$ cat src/rtl/sbox_share_ctrl.sv
// sbox_share_ctrl: time-multiplexed AES S-box engine. LANES S-box lookups are
// shared between a 128-bit SubBytes requester (state port) and a 32-bit SubWord
// requester (word port). One request is serviced at a time, LANES bytes per cycle.
//
// Ports:
//   clk, rst            rising-edge clock, asynchronous active-high reset
//   st_valid/st_ready   state request handshake
//   st_in, st_out       state operand, registered SubBytes result
//   st_done             one-cycle pulse when st_out has been fully updated
//   wd_valid/wd_ready   word request handshake
//   wd_in, wd_out       word operand, registered SubWord result
//   wd_done             one-cycle pulse when wd_out has been fully updated
//   busy                a request is being sequenced through the lanes
module sbox_share_ctrl #(
   parameter int unsigned LANES = 4
) (
   input  logic         clk,
   input  logic         rst,
   input  logic         st_valid,
   output logic         st_ready,
   input  logic [127:0] st_in,
   output logic [127:0] st_out,
   output logic         st_done,
   input  logic         wd_valid,
   output logic         wd_ready,
   input  logic [31:0]  wd_in,
   output logic [31:0]  wd_out,
   output logic         wd_done,
   output logic         busy
);

   typedef enum logic [1:0] {StIdle, StRunSt, StRunWd} state_e;

   localparam logic [3:0] StLast = 4'(16 / LANES - 1);
   localparam logic [3:0] WdLast = 4'(4 / LANES - 1);

   localparam logic [7:0] SBOX [256] = '{
      8'h63, 8'h7c, 8'h77, 8'h7b, 8'hf2, 8'h6b, 8'h6f, 8'hc5,
      8'h30, 8'h01, 8'h67, 8'h2b, 8'hfe, 8'hd7, 8'hab, 8'h76,
      8'hca, 8'h82, 8'hc9, 8'h7d, 8'hfa, 8'h59, 8'h47, 8'hf0,
      8'had, 8'hd4, 8'ha2, 8'haf, 8'h9c, 8'ha4, 8'h72, 8'hc0,
      8'hb7, 8'hfd, 8'h93, 8'h26, 8'h36, 8'h3f, 8'hf7, 8'hcc,
      8'h34, 8'ha5, 8'he5, 8'hf1, 8'h71, 8'hd8, 8'h31, 8'h15,
      8'h04, 8'hc7, 8'h23, 8'hc3, 8'h18, 8'h96, 8'h05, 8'h9a,
      8'h07, 8'h12, 8'h80, 8'he2, 8'heb, 8'h27, 8'hb2, 8'h75,
      8'h09, 8'h83, 8'h2c, 8'h1a, 8'h1b, 8'h6e, 8'h5a, 8'ha0,
      8'h52, 8'h3b, 8'hd6, 8'hb3, 8'h29, 8'he3, 8'h2f, 8'h84,
      8'h53, 8'hd1, 8'h00, 8'hed, 8'h20, 8'hfc, 8'hb1, 8'h5b,
      8'h6a, 8'hcb, 8'hbe, 8'h39, 8'h4a, 8'h4c, 8'h58, 8'hcf,
      8'hd0, 8'hef, 8'haa, 8'hfb, 8'h43, 8'h4d, 8'h33, 8'h85,
      8'h45, 8'hf9, 8'h02, 8'h7f, 8'h50, 8'h3c, 8'h9f, 8'ha8,
      8'h51, 8'ha3, 8'h40, 8'h8f, 8'h92, 8'h9d, 8'h38, 8'hf5,
      8'hbc, 8'hb6, 8'hda, 8'h21, 8'h10, 8'hff, 8'hf3, 8'hd2,
      8'hcd, 8'h0c, 8'h13, 8'hec, 8'h5f, 8'h97, 8'h44, 8'h17,
      8'hc4, 8'ha7, 8'h7e, 8'h3d, 8'h64, 8'h5d, 8'h19, 8'h73,
      8'h60, 8'h81, 8'h4f, 8'hdc, 8'h22, 8'h2a, 8'h90, 8'h88,
      8'h46, 8'hee, 8'hb8, 8'h14, 8'hde, 8'h5e, 8'h0b, 8'hdb,
      8'he0, 8'h32, 8'h3a, 8'h0a, 8'h49, 8'h06, 8'h24, 8'h5c,
      8'hc2, 8'hd3, 8'hac, 8'h62, 8'h91, 8'h95, 8'he4, 8'h79,
      8'he7, 8'hc8, 8'h37, 8'h6d, 8'h8d, 8'hd5, 8'h4e, 8'ha9,
      8'h6c, 8'h56, 8'hf4, 8'hea, 8'h65, 8'h7a, 8'hae, 8'h08,
      8'hba, 8'h78, 8'h25, 8'h2e, 8'h1c, 8'ha6, 8'hb4, 8'hc6,
      8'he8, 8'hdd, 8'h74, 8'h1f, 8'h4b, 8'hbd, 8'h8b, 8'h8a,
      8'h70, 8'h3e, 8'hb5, 8'h66, 8'h48, 8'h03, 8'hf6, 8'h0e,
      8'h61, 8'h35, 8'h57, 8'hb9, 8'h86, 8'hc1, 8'h1d, 8'h9e,
      8'he1, 8'hf8, 8'h98, 8'h11, 8'h69, 8'hd9, 8'h8e, 8'h94,
      8'h9b, 8'h1e, 8'h87, 8'he9, 8'hce, 8'h55, 8'h28, 8'hdf,
      8'h8c, 8'ha1, 8'h89, 8'h0d, 8'hbf, 8'he6, 8'h42, 8'h68,
      8'h41, 8'h99, 8'h2d, 8'h0f, 8'hb0, 8'h54, 8'hbb, 8'h16
   };

   state_e       state_q;
   logic [3:0]   cnt_q;
   logic         last_wd_q;  // 1 when the word port won the most recent grant
   logic [127:0] op_q;

   logic [3:0]   lane_idx [LANES];
   logic [7:0]   lane_in  [LANES];
   logic [7:0]   lane_out [LANES];

   // Round-robin: on a tie the port that was not granted last wins.
   assign st_ready = (state_q == StIdle) & ~rst & ~(wd_valid & ~last_wd_q);
   assign wd_ready = (state_q == StIdle) & ~rst & ~(st_valid & last_wd_q);
   assign busy     = (state_q != StIdle);

   always_comb begin
      for (int j = 0; j < LANES; j++) begin
         lane_idx[j] = cnt_q * 4'(LANES) + 4'(j);
         lane_in[j]  = (state_q == StIdle) ? 8'h00 : op_q[8*lane_idx[j] +: 8];
      end
   end

   for (genvar g = 0; g < LANES; g++) begin : g_lane
      assign lane_out[g] = SBOX[lane_in[g]];
   end

   always_ff @(posedge clk or posedge rst) begin
      if (rst) begin
         state_q   <= StIdle;
         cnt_q     <= 4'd0;
         last_wd_q <= 1'b0;
         op_q      <= '0;
         st_out    <= '0;
         wd_out    <= '0;
         st_done   <= 1'b0;
         wd_done   <= 1'b0;
      end else begin
         st_done <= 1'b0;
         wd_done <= 1'b0;
         unique case (state_q)
            StIdle: begin
               if (st_valid && st_ready) begin
                  op_q      <= st_in;
                  cnt_q     <= 4'd0;
                  last_wd_q <= 1'b0;
                  state_q   <= StRunSt;
               end else if (wd_valid && wd_ready) begin
                  op_q      <= {96'd0, wd_in};
                  cnt_q     <= 4'd0;
                  last_wd_q <= 1'b1;
                  state_q   <= StRunWd;
               end
            end
            StRunSt: begin
               for (int j = 0; j < LANES; j++) begin
                  st_out[8*lane_idx[j] +: 8] <= lane_out[j];
               end
               if (cnt_q == StLast) begin
                  cnt_q   <= 4'd0;
                  st_done <= 1'b1;
                  state_q <= StIdle;
               end else begin
                  cnt_q <= cnt_q + 4'd1;
               end
            end
            StRunWd: begin
               for (int j = 0; j < LANES; j++) begin
                  wd_out[8*lane_idx[j][1:0] +: 8] <= lane_out[j];
               end
               if (cnt_q == WdLast) begin
                  cnt_q   <= 4'd0;
                  wd_done <= 1'b1;
                  state_q <= StIdle;
               end else begin
                  cnt_q <= cnt_q + 4'd1;
               end
            end
            default: state_q <= StIdle;
         endcase
      end
   end

endmodule

$ cat config.mk
export PLATFORM = sky130hd
export DESIGN_NAME = sbox_share_ctrl
export DESIGN_NICKNAME = d
export VERILOG_FILES = /design/src/rtl/sbox_share_ctrl.sv
export SDC_FILE = /design/constraint.sdc
export NUM_CORES = 1
export LEC_CHECK = 0
export ABC_AREA = 1
export BUFFER_PORTS_ARGS = -buffer_cell sky130_fd_sc_hd__clkbuf_2
export CAP_MARGIN = 20
export CORE_ASPECT_RATIO = 0.6
export CORE_MARGIN = 10
export CORE_UTILIZATION = 34
export DETAILED_ROUTE_END_ITERATION = 8
export MAX_ROUTING_LAYER = met4
export PLACE_DENSITY = 0.64
export REMOVE_ABC_BUFFERS = 1
export SETUP_SLACK_MARGIN = 0.05
export SYNTH_ARGS = -nofsm -noshare
export SYNTH_HDL_FRONTEND = slang
export SYNTH_SLANG_ARGS = --single-unit
$ cat constraint.sdc
create_clock -name clk -period 8.8 [get_ports clk]
set_input_delay 1.32 -clock clk [delete_from_list [all_inputs] [get_ports clk]]
set_output_delay 1.32 -clock clk [all_outputs]
set_load 0.03 [all_outputs]
# After elaboration in Yosys (flattened, before gate mapping)
# Memories as Yosys holds them, arrays and structs flattened.
# Index checks and enable logic that the tools add are counted.
totals:
  romBits: 8192
  regBits: 297
  inputBits: 164
  word_cells: 111
  mem_count: 4
  output_inout_bits: 165
memory_table:
  columns: ["name", "depth", "word_bits", "read_ports", "rd_clocked_by_memory_dff", "write_ports", "line_no", "text"]
  rows:
  - ["(no name shown)", 256, 8, 1, 0, 0, "94", "assign lane_out[g] = SBOX[lane_in[g]];"]
  - ["(no name shown)", 256, 8, 1, 0, 0, "94", null]
  - ["(no name shown)", 256, 8, 1, 0, 0, "94", null]
  - ["(no name shown)", 256, 8, 1, 0, 0, "94", null]
op_classes:
  shift: 18
  n_bitwise: 13
  mux: 37
  eq_ne: 6
  n_reduce_logical: 10
  add_sub_neg: 11
  magnitude_cmp: 4
op_table:
  columns: ["op", "n"]
  rows:
  - ["128-bit bitwise mux", 4]
  - ["8-bit by 34-bit variable shift with 128-bit output, first input constant", 4]
  - ["128-bit by 8-bit indexed part select with 8-bit output", 4]
  - ["8-bit by 34-bit indexed part select with 128-bit output", 4]
  - ["128-bit two-way mux", 2]
  - ["7-bit negation with 34-bit output", 4]
  - ["5-bit negation with 34-bit output", 3]
  - ["8-bit by 34-bit variable shift with 32-bit output, first input constant", 3]
  - ["8-bit by 34-bit indexed part select with 32-bit output", 3]
  - ["32-bit bitwise mux", 3]
  - ["8-bit two-way mux", 12]
  - ["9-bit greater-or-equal comparator, second input constant", 4]
  - ["8-bit NOT with 9-bit output", 4]
  - ["4-bit two-way mux", 4]
  - ["4-bit case mux with 3 select lines", 1]
  - ["4-bit by 1-bit adder with 4-bit output, second input constant", 2]
  - ["4-bit by 2-bit adder with 4-bit output, second input constant", 2]
  - ["2-bit two-way mux", 4]
  - ["1-bit two-way mux", 6]
  - ["2-bit case mux with 3 select lines", 1]
  - ["1-bit bitwise AND", 5]
  - ["4-bit by 2-bit == test with 1-bit output, second input constant", 1]
  - ["4-bit zero test", 1]
  - ["2-bit != test, second input constant", 2]
  - ["other kinds (10)", 16]

# Logic depth before layout (Yosys ltp)
depth:
  word_depth: 11
  depth_mapped: 23
  depth_no_buf: 21

# Worst setup path after synthesis
# OpenSTA, ideal clock, no wires.
synth_timing:
  path_type: "input port to output port"
  startpoint: "input rst"
  endpoint: "output st_ready"
  slack_ns: 5.092
  n_path_buf: 2
  path_stages: 5
  t_arrival_ns: 2.388
  path_cell_list: "nor2_1 -> inv_2 -> a21oi_2 -> clkbuf_1 -> clkbuf_1"
synth_via:
  elab_chain_len: 3
synth_rtl:
  columns: ["item", "line_no", "text"]
  rows:
  - ["from (decl)", "18", "input logic rst,"]
  - ["1-bit NOT", "82", "assign st_ready = (state_q == StIdle) & ~rst & ~(wd_valid & ~last_wd_q);"]
  - ["1-bit bitwise AND (2 in series)", "82", null]
  - ["to (decl)", "20", "output logic st_ready,"]
# No other way between the ends.

# Worst setup path after layout
layout_timing:
  startpoint: "register cnt_q[0]"
  endpoint: "register st_out[55]"
layout_via:
  elab_chain_len: 11
  word_cells_on_any_way: 43
  cone_classes: "7 x add/sub; 12 x shift; 16 x mux; 4 x bitwise; 4 x memory"
layout_rtl:
  columns: ["item", "line_no", "text"]
  rows:
  - ["from (decl)", "73", "logic [3:0] cnt_q;"]
  - ["from (signal assigned)", "133", "cnt_q <= cnt_q + 4'd1;"]
  - ["from (signal assigned)", "145", "cnt_q <= cnt_q + 4'd1;"]
  - ["4-bit by 1-bit adder with 4-bit output / 128-bit by 8-bit indexed part select with 8-bit output (equally long branches)", "88, 89", null]
  - ["128-bit by 8-bit indexed part select with 8-bit output / 8-bit two-way mux (equally long branches)", "89", "lane_in[j] = (state_q == StIdle) ? 8'h00 : op_q[8*lane_idx[j] +: 8];"]
  - ["8-bit two-way mux / 8-bit NOT with 9-bit output (equally long branches)", "89, 94", null]
  - ["8-bit NOT with 9-bit output (not written as such) / memory read 256 x 8 bit (equally long branches)", null, null]
  - ["memory read 256 x 8 bit / 8-bit two-way mux (equally long branches)", null, null]
  - ["8-bit two-way mux (not written as such)", "94", null]
  - ["8-bit two-way mux (not written as such) / 8-bit by 34-bit indexed part select with 128-bit output (equally long branches)", "94, 126", null]
  - ["8-bit by 34-bit indexed part select with 128-bit output / 128-bit bitwise mux (equally long branches)", "126", "st_out[8*lane_idx[j] +: 8] <= lane_out[j];"]
  - ["128-bit bitwise mux (2 in series)", "126", null]
  - ["128-bit bitwise mux *", "126", null]
  - ["to (signal, indexed assignment)", "126", null]
  - ["to (decl)", "22", "output logic [127:0] st_out,"]
# Every way passes the cells marked *; elsewhere a longest branch is shown, timed or not. The select of a mux whose other input is x is not followed.
# A chain may end at the register's enable or synchronous reset.

==> Flow_metrics.wiki <==
{| class="wikitable"
! Metric !! Value
|-
| DPL Wire Length || 97770 µm
|-
| Mapped Cells || 3899
|-
| CTS tree || built
|-
| Syn-to-layout area delta || 12.71%
|-
| Number of global-route vias before repair || between 20000 and 30000
|-
| Die Wd || between 300 and 400 µm
|-
| Setup violation total in the final timing report || 0
|-
| CTS Buf Count || 29
|-
| Weighted congestion at the end of routability-driven global placement || between 1 and 1.5
|-
| Number of detailed-routing iterations run before antenna repair || 6
|-
| Synthesized area per cell || around 6.3 µm²
|-
| Max-cap viol count || 0
|-
| Count of antenna-violating nets left after detailed routing || 0
|-
| Count leader, synth || sky130_fd_sc_hd__nand2_1
|-
| Die height || 228.6 µm
|-
| Latest clock arrival within the worst-skew pair || ~0.6 ns
|-
| Cell area after placement || 26700 µm²
|-
| Post-synth EDFFs || 0
|-
| Worst Setup End Kind || flop
|-
| DRC || 0
|-
| Number of DRC markers after the initial detailed-route iteration || 5519
|-
| Share of synthesized area occupied by flip-flops and latches || 30.15%
|-
| Worst-Margin Slew || 1.168 ns
|-
| Via count || 30790
|-
| First-pass GRT wire length || 200600 µm
|-
| Flip-flop cell with the highest count after synthesis || sky130_fd_sc_hd__dfrtp_1
|-
| Number of top-level pins || 329
|-
| Per-cell routed wire length || 27.19 µm
|-
| Number of buffers on the longest clock path || 3
|-
| Maximum operating frequency || 195.8 MHz
|-
| Number of vias per cell after detailed routing || 6.100
|-
| Yosys top cell area share || 30.15%
|-
| Fraction of final layout cells sized beyond drive strength 1 || 13.35%
|-
| Pre-CTS setup slack || between 3 and 4 ns
|-
| Initial core utilization || 34.33%
|-
| Period minus WS final || 5.107 ns
|-
| Result of the run || finished, final reports clean
|-
| GRT Util Overall || 31.90%
|-
| Crit path launch type || flop
|-
| Design Area, Final || 27780 µm²
|-
| IO Port Bufs || 328
|-
| Site row count || 76
|-
| Worst EP arrival || 5.65 ns
|-
| Final hold viol count || 0
|-
| Root cell of the clock tree || sky130_fd_sc_hd__clkbuf_16
|-
| Leftover overflow at the end of global routing || 0
|-
| Post-Synthesis Cell Area || 24650 µm²
|-
| Post-route fraction of the period consumed by the critical path || ~58%
|-
| Relative slew slack || between 20% and 30%
|-
| Level count of the clock H-tree || 1
|-
| Area of the die || 84020 µm²
|-
| Synthesized flop and latch total || 297
|-
| Min-delay worst type || flop to flop
|-
| Count of different cell masters after synthesis || 38
|-
| Number of resized instances in the post-cts repair step || 0
|-
| Fraction of registers with async set or reset after synthesis || 100.0%
|-
| RSZ-0062 raised after global routing || no
|-
| Worst clock skew || around 0.021 ns
|-
| Net count, final || 4263
|-
| Cell type contributing the most total cell area after synthesis || sky130_fd_sc_hd__dfrtp_1
|-
| Post-CTS Setup Inserts || 0
|-
| Most area-consuming cells after synthesis || sky130_fd_sc_hd__dfrtp_1 (30%), sky130_fd_sc_hd__nand2_1 (20%), sky130_fd_sc_hd__nand3_1 (18%)
|-
| Maximum net fanout on the critical path || between 40 and 50
|-
| Number of buffers added to fix hold violations after cts || 0
|-
| TritonCTS sink count || just under 300
|-
| Critical Path RT || 9.34 ns
|-
| Clock-pin slew reported for the worst setup and hold paths after clock tree synthesis || ~0.070 ns
|-
| Most numerous cell types in the synthesized netlist || sky130_fd_sc_hd__nand2_1 (1333), sky130_fd_sc_hd__nand3_1 (899), sky130_fd_sc_hd__dfrtp_1 (297)
|-
| Number of warnings printed during yosys synthesis || 0
|-
| Routed wire length || 137200 µm
|-
| Post-route setup slack || between 3 and 4 ns
|-
| Kind of critical path || flop to flop
|-
| Max Slew Vio Count || 0
|-
| Core Footprint || 71790 µm²
|-
| Antenna violations before repair || 6
|-
| Largest net degree at the start of global routing || 141
|}
## sequential cells by signal, summed over array words and instances, names as in the netlist
register / cells
st_done: 1
st_out: 128
state_q: 2
cnt_q: 4
last_wd_q: 1
wd_done: 1
op_q: 128
wd_out: 32
## per-stage QoR
stage                     util [%]  TNS, ns  hold WS, ns  cells
after global routing         38.68        0       0.5012   5044
final                        38.69        0       0.4780   5047
after global placement       37.19        0       0.4630   4987
after floorplan                  -  -216.07       0.4656   3634
after CTS                    38.65        0       0.4842   5040
after detailed placement     37.19        0       0.4669   4987
## layout make-up
| cell class | count | area [µm²] |
|---|---|---|
| Fill cell | 7903 | 44010 |
| Clock inverter | 23 | 306.5 |
| Sequential cell | 297 | 7437 |
| Timing Repair Buffer | 379 | 2064 |
| Antenna cell | 6 | 15.01 |
| Inverter | 200 | 762.0 |
| Clock buffer | 30 | 739.5 |
| Multi-Input combinational cell | 3137 | 15240 |
| Tap cell | 975 | 1220 |
## metal layers
layer	global-route usage (%)	up-vias	part of all wire, %
met3	10.65	236	14
met4	7.129	0	2.5
li1	-	13550	-
met2	39.12	2212	37
met1	48.28	14790	46
met5	-	-	0
## cell usage in the layout, fill, tap and decap left out, drive strengths merged
cell      synthesis  layout
or2               1       1
o2bb2ai           1       1
nand4            98      98
a21o              1       1
nor3              4       4
o21bai            1       1
ha               55      55
a31oi             8       8
a41oi             1       1
clkbuf          106     357
clkinv            1      12
nor3b             1       1
inv             199     200
diode             0       6
nand3           910     910
a21oi           165     165
buf             159      52
a21boi            1       1
nor2            196     196
a32o             71      71
nand2          1346    1346
nand3b            7       7
o2111ai           1       1
nor4              1       1
o211ai           73      73
dfrtp           297     297
o22ai             2       2
o21ai           193     193
bufinv            0       7
clkinvlp          0       4
## path summary, 6_finish.rpt
| kind | startpoint | endpoint | slack, ns | cells after the start |
|---|---|---|---|---|
| setup / recovery | cnt_q[0]$_DFFE_PP0P_ | st_out[55]$_DFFE_PP0P_ | 3.69 | 14 |
| hold / removal | wd_out[16]$_DFFE_PP0N_ | wd_out[16]$_DFFE_PP0N_ | 0.48 | 2 |
| setup reg to reg | cnt_q[0]$_DFFE_PP0P_ | st_out[55]$_DFFE_PP0P_ | 3.69 | 14 |
| hold reg to reg | wd_out[16]$_DFFE_PP0N_ | wd_out[16]$_DFFE_PP0N_ | 0.48 | 2 |
| max in group asynchronous | rst | st_out[78]$_DFFE_PP0P_ | 6.52 | 3 |
| min in group asynchronous | rst | wd_out[3]$_DFFE_PP0N_ | 0.86 | 2 |
## logic make-up (layout without fill, tap and decap cells)
group / count (synthesis) / after routing / share of synthesized area, %
adders and majority gates: 55 / 55 / 2.792
buffers and inverters: 465 / 632 / 8.386
and+or+nand+nor: 2564 / 2564 / 45.68
other: 0 / 6 / 0
DFF: 297 / 297 / 30.15
AOI/OAI and AO/OA: 518 / 518 / 13.00
## critical path, stage by stage (launching register included)
cell	delay (ns)
sky130_fd_sc_hd__dfrtp_4	0.66
sky130_fd_sc_hd__inv_4	0.38
sky130_fd_sc_hd__buf_4	0.63
sky130_fd_sc_hd__nand2_1	0.11
sky130_fd_sc_hd__nand3_1	0.14
sky130_fd_sc_hd__nand3_2	0.68
sky130_fd_sc_hd__nand2_1	0.87
sky130_fd_sc_hd__nand2_1	0.37
sky130_fd_sc_hd__nand2_1	0.15
sky130_fd_sc_hd__nand3_1	0.08
sky130_fd_sc_hd__nand3_1	0.14
sky130_fd_sc_hd__nand3_1	0.21
sky130_fd_sc_hd__nand3_1	0.29
sky130_fd_sc_hd__nand4_1	0.14
sky130_fd_sc_hd__nand2_1	0.08
Power is left out: the tool's default activity adds up to more than one toggle a clock period on the data nets, which glitch-free logic cannot reach.
